--- src/rtl/truth_table_sweeper.sv ---
// Sweeps a 3-input gate through all 8 input vectors, assembles its truth-table code and compares
// it with an expected code. Define TRUTH_TABLE_SWEEPER_MISMATCH_LOG_EN for mismatch statistics.
module truth_table_sweeper #(
  parameter int unsigned SETTLE_CYCLES = 4,
  parameter int unsigned CNT_W         = 8
) (
  input  logic       clk,
  input  logic       rst_n,
  input  logic       i_start,
  input  logic       i_abort,
  input  logic [7:0] i_expected,
  output logic [2:0] o_dut_in,
  input  logic       i_dut_out,
  output logic       o_busy,
  output logic       o_done,
  output logic [7:0] o_truth_table,
`ifdef TRUTH_TABLE_SWEEPER_MISMATCH_LOG_EN
  output logic       o_match,
  output logic [3:0] o_mismatch_cnt,
  output logic [2:0] o_first_mismatch_idx
`else
  output logic       o_match
`endif
);

  typedef enum logic [1:0] {StIdle, StSettle, StSample, StDone} state_e;

  state_e           r_state, w_state_d;
  logic [2:0]       r_idx, w_idx_d;
  logic [CNT_W-1:0] r_cnt, w_cnt_d;
  logic [7:0]       r_exp, w_exp_d;
  logic [7:0]       r_tt, w_tt_d;
  logic             r_match, w_match_d;
  logic [2:0]       r_dut_in, w_dut_in_d;
  logic             r_sync1, r_sync2;
  logic             w_mis;

`ifdef TRUTH_TABLE_SWEEPER_MISMATCH_LOG_EN
  logic [3:0] r_mm_cnt, w_mm_cnt_d;
  logic [2:0] r_mm_first, w_mm_first_d;
`endif

  // The gate output is asynchronous to clk; only r_sync2 is ever sampled.
  always_ff @(posedge clk or negedge rst_n) begin
    if (!rst_n) begin
      r_sync1 <= 1'b0;
      r_sync2 <= 1'b0;
    end else begin
      r_sync1 <= i_dut_out;
      r_sync2 <= r_sync1;
    end
  end

  assign w_mis = r_sync2 ^ r_exp[3'd7 - r_idx];

  always_comb begin
    w_state_d  = r_state;
    w_idx_d    = r_idx;
    w_cnt_d    = r_cnt;
    w_exp_d    = r_exp;
    w_tt_d     = r_tt;
    w_match_d  = r_match;
    w_dut_in_d = r_dut_in;
`ifdef TRUTH_TABLE_SWEEPER_MISMATCH_LOG_EN
    w_mm_cnt_d   = r_mm_cnt;
    w_mm_first_d = r_mm_first;
`endif
    if (r_state != StIdle && i_abort) begin
      // Partial truth table is kept for debug; match is never left asserted.
      w_state_d  = StIdle;
      w_dut_in_d = 3'd0;
      w_idx_d    = 3'd0;
      w_cnt_d    = '0;
      w_match_d  = 1'b0;
    end else begin
      unique case (r_state)
        StIdle: begin
          if (i_start && !i_abort) begin
            w_exp_d    = i_expected;
            w_tt_d     = 8'h00;
            w_match_d  = 1'b0;
            w_idx_d    = 3'd0;
            w_dut_in_d = 3'd0;
            w_cnt_d    = '0;
            w_state_d  = StSettle;
`ifdef TRUTH_TABLE_SWEEPER_MISMATCH_LOG_EN
            w_mm_cnt_d   = 4'd0;
            w_mm_first_d = 3'd0;
`endif
          end
        end
        StSettle: begin
          w_cnt_d = r_cnt + 1'b1;
          if (r_cnt == CNT_W'(SETTLE_CYCLES - 1)) begin
            w_state_d = StSample;
          end
        end
        StSample: begin
          w_tt_d[3'd7 - r_idx] = r_sync2;
`ifdef TRUTH_TABLE_SWEEPER_MISMATCH_LOG_EN
          if (w_mis) begin
            // Vectors are visited in ascending order, so the first hit is the lowest index.
            if (r_mm_cnt == 4'd0) begin
              w_mm_first_d = r_idx;
            end
            w_mm_cnt_d = r_mm_cnt + 4'd1;
          end
`endif
          if (r_idx == 3'd7) begin
            w_match_d = (w_tt_d == r_exp);
            w_state_d = StDone;
          end else begin
            w_idx_d    = r_idx + 3'd1;
            w_dut_in_d = r_idx + 3'd1;
            w_cnt_d    = '0;
            w_state_d  = StSettle;
          end
        end
        StDone: begin
          w_state_d = StIdle;
        end
        default: begin
          w_state_d = StIdle;
        end
      endcase
    end
  end

  always_ff @(posedge clk or negedge rst_n) begin
    if (!rst_n) begin
      r_state  <= StIdle;
      r_idx    <= 3'd0;
      r_cnt    <= '0;
      r_exp    <= 8'h00;
      r_tt     <= 8'h00;
      r_match  <= 1'b0;
      r_dut_in <= 3'd0;
    end else begin
      r_state  <= w_state_d;
      r_idx    <= w_idx_d;
      r_cnt    <= w_cnt_d;
      r_exp    <= w_exp_d;
      r_tt     <= w_tt_d;
      r_match  <= w_match_d;
      r_dut_in <= w_dut_in_d;
    end
  end

`ifdef TRUTH_TABLE_SWEEPER_MISMATCH_LOG_EN
  always_ff @(posedge clk or negedge rst_n) begin
    if (!rst_n) begin
      r_mm_cnt   <= 4'd0;
      r_mm_first <= 3'd0;
    end else begin
      r_mm_cnt   <= w_mm_cnt_d;
      r_mm_first <= w_mm_first_d;
    end
  end

  assign o_mismatch_cnt       = r_mm_cnt;
  assign o_first_mismatch_idx = r_mm_first;
`else
  logic w_unused_mis;
  assign w_unused_mis = w_mis;
`endif

  assign o_dut_in      = r_dut_in;
  assign o_busy        = (r_state != StIdle);
  assign o_done        = (r_state == StDone);
  assign o_truth_table = r_tt;
  assign o_match       = r_match;

endmodule

--- config.mk ---
export PLATFORM = sky130hd
export DESIGN_NAME = truth_table_sweeper
export DESIGN_NICKNAME = d
export VERILOG_FILES = /design/src/rtl/truth_table_sweeper.sv
export SDC_FILE = /design/constraint.sdc
export NUM_CORES = 1
export LEC_CHECK = 0
export ABC_AREA = 1
export CAP_MARGIN = 20
export CORE_MARGIN = 10
export CORE_UTILIZATION = 30
export DETAILED_ROUTE_END_ITERATION = 7
export GPL_ROUTABILITY_DRIVEN = 0
export SKIP_LAST_GASP = 1
export SLEW_MARGIN = 5
export SYNTH_ARGS = -nofsm -noshare
export SYNTH_HDL_FRONTEND = slang
export SYNTH_SLANG_ARGS = --single-unit
--- constraint.sdc ---
create_clock -name clk -period 1.6 [get_ports clk]
set_input_delay 0.24 -clock clk [delete_from_list [all_inputs] [get_ports clk]]
set_output_delay 0.24 -clock clk [all_outputs]
set_load 0.01 [all_outputs]
==> results of run 1 <==
## worst register-to-register path: cells and delay by family (launching register included)
kind	cells	cell delay (ps)
adders and majority gates	2	420
AOI/OAI and AO/OA	2	180
and+or+nand+nor	4	440
DFF	1	380
## cell families (layout without fill, tap and decap cells)
family | count (synthesis) | after routing | share of synthesized area, %
compound gates | 48 | 48 | 13.76
buf+inv | 39 | 88 | 9.308
fa+ha+maj | 8 | 8 | 5.319
simple gates | 116 | 116 | 29.06
flops | 32 | 32 | 42.55
## sequential cells by signal (all words and copies together), names as in the netlist
name,cells
r_sync2,1
o_truth_table,8
r_cnt,8
o_dut_in,3
o_match,1
r_state,2
r_sync1,1
r_exp,8
## cell usage after synthesis, types with 4 or more instances
cell type	n	area, um2
inv_1	28	105.1
a21oi_1	21	105.1
nand2_1	42	157.7
o21ai_1	4	20.02
dfrtp_1	32	800.8
inv_2	4	15.01
o21ai_0	13	65.06
nand3_1	31	155.2
o22ai_1	5	31.28
nor2_1	22	82.58
nand4_1	9	56.30
ha_1	8	100.1
## through the flow
stage / instances / power (mW) / util (%) / worst slack, ps / cell area [um2]
2_1_floorplan: 243 / 2.584 / - / 62.26 / 1882
3_3_place_gp: 358 / 3.441 / 39.20 / -27.54 / 2349
3_5_place_dp: 358 / 3.479 / 39.20 / -60.18 / 2349
4_1_cts: 366 / 4.340 / 41.44 / 4.077 / 2482
5_1_grt: 367 / 4.820 / 42.52 / -9.542 / 2547
6_report: 367 / 4.419 / 42.52 / 41.69 / 2547
## power by group
part | internal, mW | total [mW] | switching, mW | leakage, nW
clock network | 0.549 | 0.857 | 0.308 | 0.0645
logic | 1.04 | 2.34 | 1.31 | 0.682
registers | 1.06 | 1.22 | 0.156 | 0.407
## worst min path at each step
| stage | startpoint | end | slack [ps] | cells after the start |
|---|---|---|---|---|
| after floorplan | rst_n | o_dut_in[0] | -60 | 0 |
| after detailed placement | r_sync1 | r_sync2 | 350 | 0 |
| after global routing | r_sync1 | r_sync2 | 370 | 0 |
| final | rst_n | r_cnt[7] | 360 | 2 |
| after CTS | rst_n | r_exp[2] | 370 | 2 |
| after global placement | r_sync1 | r_sync2 | 330 | 0 |
## per-layer routing
metal / global-route usage [%] / part of all wire [%] / vias up
met5: 0 / 0 / -
met4: 3.308 / 1.3 / 0
met3: 2.145 / 3.7 / 4
met2: 15.68 / 46 / 37
met1: 12.23 / 49 / 803
li1: - / - / 912
## timing repair
item / 4_1_cts / 5_1_grt
gates resized for setup: 6 / 18
setup endpoints to repair: 5 / 14
buffers inserted: 0 / 1
pin swaps: 1 / 2
## cell type report
type | count | area share (%)
Multi-Input combinational cell | 172 | 38.11
Sequential cell | 32 | 31.48
Timing Repair Buffer | 46 | 16.40
Clock inverter | 1 | 1.179
Inverter | 34 | 5.354
Clock buffer | 7 | 3.782
Tap cell | 75 | 3.684
==> flow_summary.ini, run 1 <==
[die]
initial_core_util_pct = 31.41
dieArea_um2 = 9841
core_um2 = 5991
die_x_um = 99.20
die_h_um = 99.20
io_pins = 27
rows = 28

[critical_path]
worstReg2RegEnd = r_cnt[6]
cp-endpoint = o_done
crit_buf_inv = 2
r2r-start = o_dut_in[0]
critPathArrivalTime_ps = 1320
crit_fanout = 4
crit_family = buffers and inverters
startpoint_type = register
end_kind = primary output
critical_path_required_ps = 1360
critPathMaxStageDelay_ps = 380
path_class = register to primary output
cp.depth = 3
critPathLaunch = r_state[0]
crit_chain = buf_4 > ha_1 > dlygate4sd2_1
reg2reg_slack_ps = 70
reg2regPathDepth = 8
cp_slowest_cell = dfrtp_1

[clock_tree]
cts_tree = yes
cts-htree-levels = 2
hold_buffers = 0
numCtsBuffers = 5
clock_sinks = 32
root_buffer = clkbuf_8
clock_latency_ps = 290
ctsLongestPathBuffers = 2
path_clk_slew_ps = 70

[power_and_ir_drop]
power_density_nw_per_um2 = 1735
p_leak_nw = 1.153
peakVddDrop_v = 0.0008660

[layout]
final_common_cell = nand2_1
drive_above_1_share_pct = 18.49
fillerInstances = 607
area.sequential_um2 = 802.0
diodes = 0
final_cell_mix = 42 x nand2_1, 31 x nand3_1, 31 x dfrtp_1
syn2layout_area_growth_pct = 35.37
fin_nets = 312
multiInputGateArea_um2 = 970.9

[grt]
overflow = 0
grt_use_total_pct = 9.647
grt_pass1_vias = 1771
antenna_found_initial = 0
grt_max_degree = 33
grt_pass1_wl_um = 8107

[sta]
clock.fmax_mhz = 641.7
finalCritPeriodShare_pct = 97.39
final_max_slew_viol_count = 0
rsz0062_at_grt = true
tns_ps = 0
fin_hold_ws_ps = 358.6
min_period_ps = 1558
worst_slew_pin_slew_ps = 425.7
final-hold-violation-count = 0
finalSetupViolCount = 0
final.setup_skew_ps = 5.122
slew_headroom_pct = 71.62

[synthesis]
synth_area_um2 = 1882
ys_seq_elements = 32
yosysWarnings = 0
synthFlopType = dfrtp_1
async_flop_share_pct = 100.0
syn_nets = 264
ys_types = 28
synth-seq-area-share_pct = 42.55
netlist_instances = 243
syn_area_per_cell_um2 = 7.744
synth-edff-count = 0

[job]
maxCapViolCount = 0

[route]
drc = 0
wirelength_um = 4648
via_per_inst = 4.785
first_pass_iters = 4
drt_iter0_drc = 105
drt-wirelength-per-cell_um = 12.66
vias = 1756
ant_nets = 0

[placement]
hpwl_um = 3520
port-buffer-count = 26

[min_path]
hp-class = input port to async pin

[outcome]
status = finished, final reports clean
(Power assumes the default switching activity.)
==> run 2: changes to the inputs <==
Settings changed: CORE_MARGIN 10 to 4.
==> run 2 against run 1 <==
Against the previous run:
- first-iteration DRC count is 70% higher
- total power is 5.0% lower
- clock power is 25% lower
- combinational power hardly changed
- final cell count is 0.27% higher
- flip-flop and latch count stayed put
- highest routed layer unchanged
==> flow_summary.ini, run 2 (same netlist as run 1, synthesis figures left out) <==
[outcome]
status = finished, final reports clean

[power_and_ir_drop]
power_mw = 4.199
combPwrFrac_pct = 55.6
power.switching_mw = 1.738
seqPwrFrac_pct = 29.1
peakVddDrop_v = 0.0009510
power_density_nw_per_um2 = 1675
clock_power_share_pct = 15.3
netSwitchingFraction_pct = 41.38
p_int_mw = 2.461
p_leak_nw = 1.130

[layout]
drive_above_1_share_pct = 17.75
fin_nets = 313
final_common_cell = nand2_1
diodes = 0
final_cell_mix = 42 x nand2_1, 32 x dfrtp_1, 29 x nand3_1
design_area_um2 = 2507
syn2layout_area_growth_pct = 33.24
fin_util_pct = 41.85
fillerInstances = 600

[sta]
finalCritPeriodShare_pct = 97.82
clock.fmax_mhz = 638.9
final-hold-violation-count = 0
slew_headroom_pct = 72.25
min_period_ps = 1565
setup_ws_ps = 34.83
tns_ps = 0
finalSetupViolCount = 0
worst_slew_pin_slew_ps = 416.3
final_max_slew_viol_count = 0
rsz0062_at_grt = true
final.setup_skew_ps = 9.554

[route]
drt-wirelength-per-cell_um = 12.26
via_per_inst = 4.802
wirelength_um = 4511
drc = 0
drt_iter0_drc = 178
first_pass_iters = 4
vias = 1767
ant_nets = 0

[placement]
port-buffer-count = 26
hpwl_um = 3419
pre_cts_slack_ps = -65.82
place_area_um2 = 2336

[clock_tree]
cts-htree-levels = 2
path_clk_slew_ps = 60
root_buffer = clkbuf_8
clock_latency_ps = 290
ctsLongestPathBuffers = 2
numCtsBuffers = 5
cts_tree = yes
clock_sinks = 32

[grt]
overflow = 0
grt_pass1_wl_um = 7838
grt_pass1_vias = 1701
antenna_found_initial = 0
grt_max_degree = 33
grt_use_total_pct = 13.09

[die]
io_pins = 27
die_h_um = 87.20
rows = 28
dieArea_um2 = 7604
initial_core_util_pct = 31.41
die_x_um = 87.20
core_um2 = 5991

[critical_path]
worstReg2RegEnd = r_cnt[2]
crit_family = buffers and inverters
critPathLaunch = o_dut_in[2]
path_class = register to primary output
cp-endpoint = o_dut_in[2]
critical_path_required_ps = 1360
reg2regPathDepth = 8
crit_chain = clkdlybuf4s50_1
crit_fanout = 5
cp_slowest_cell = clkdlybuf4s50_1
end_kind = primary output
critPathMaxStageDelay_ps = 590
crit_buf_inv = 1
critPathArrivalTime_ps = 1330
startpoint_type = register
r2r-start = o_dut_in[0]
cp.depth = 1
reg2reg_slack_ps = 60

[min_path]
hp-class = input port to async pin

[job]
maxCapViolCount = 0
[run 2: worst min path at each step]
stage / from / to / slack (ps)
floorplan: rst_n / o_dut_in[0] / -60
global placement: r_sync1 / r_sync2 / 330
global route: r_sync1 / r_sync2 / 350
finish: rst_n / r_cnt[7] / 350
CTS: r_sync1 / r_sync2 / 350
detailed placement: r_sync1 / r_sync2 / 340
[run 2: cell type report]
cell class	instances	area (um2)	share of cell area, %
flip-flops and latches	32	800.8	31.94
clock buffers	8	90.09	3.593
inverters	34	132.6	5.289
multi-input cells	172	952.2	37.97
repair buffers	47	437.9	17.47
well taps	75	93.84	3.743
[run 2: power by group through the flow]
| stage | logic [mW] | clock network, mW | registers [mW] |
|---|---|---|---|
| after floorplan | 1.32 | 0 | 1.27 |
| after detailed placement | 2.18 | 0 | 1.23 |
| after global routing | 2.64 | 0.700 | 1.25 |
| after CTS | 2.19 | 0.658 | 1.22 |
| final | 2.34 | 0.643 | 1.22 |
| after global placement | 2.15 | 0 | 1.22 |
[run 2: layer usage]
metal	vias up	routed length, um	part of all wire [%]	track usage (%)
li1	915	-	-	-
met1	805	2179	48	18.17
met2	41	2038	45	19.60
met3	6	223	4.9	3.500
met4	0	70	1.6	4.603
met5	-	0	0	0
[run 2: timing repair]
| action | in CTS | in global routing |
|---|---|---|
| hold buffers | 0 | 0 |
| gates resized for setup | 7 | 15 |
| endpoints found under the hold margin | 0 | 0 |
| endpoints found under the setup margin | 6 | 24 |
| pin swaps | 0 | 5 |
| buffers inserted | 0 | 2 |
[run 2: per-stage QoR]
| step | cells | hold slack, ps |
|---|---|---|
| 2_1_floorplan | 243 | -55.59 |
| 3_5_place_dp | 358 | 337.1 |
| 4_1_cts | 366 | 352.0 |
| 6_report | 368 | 349.5 |
| 3_3_place_gp | 358 | 332.0 |
| 5_1_grt | 368 | 354.2 |
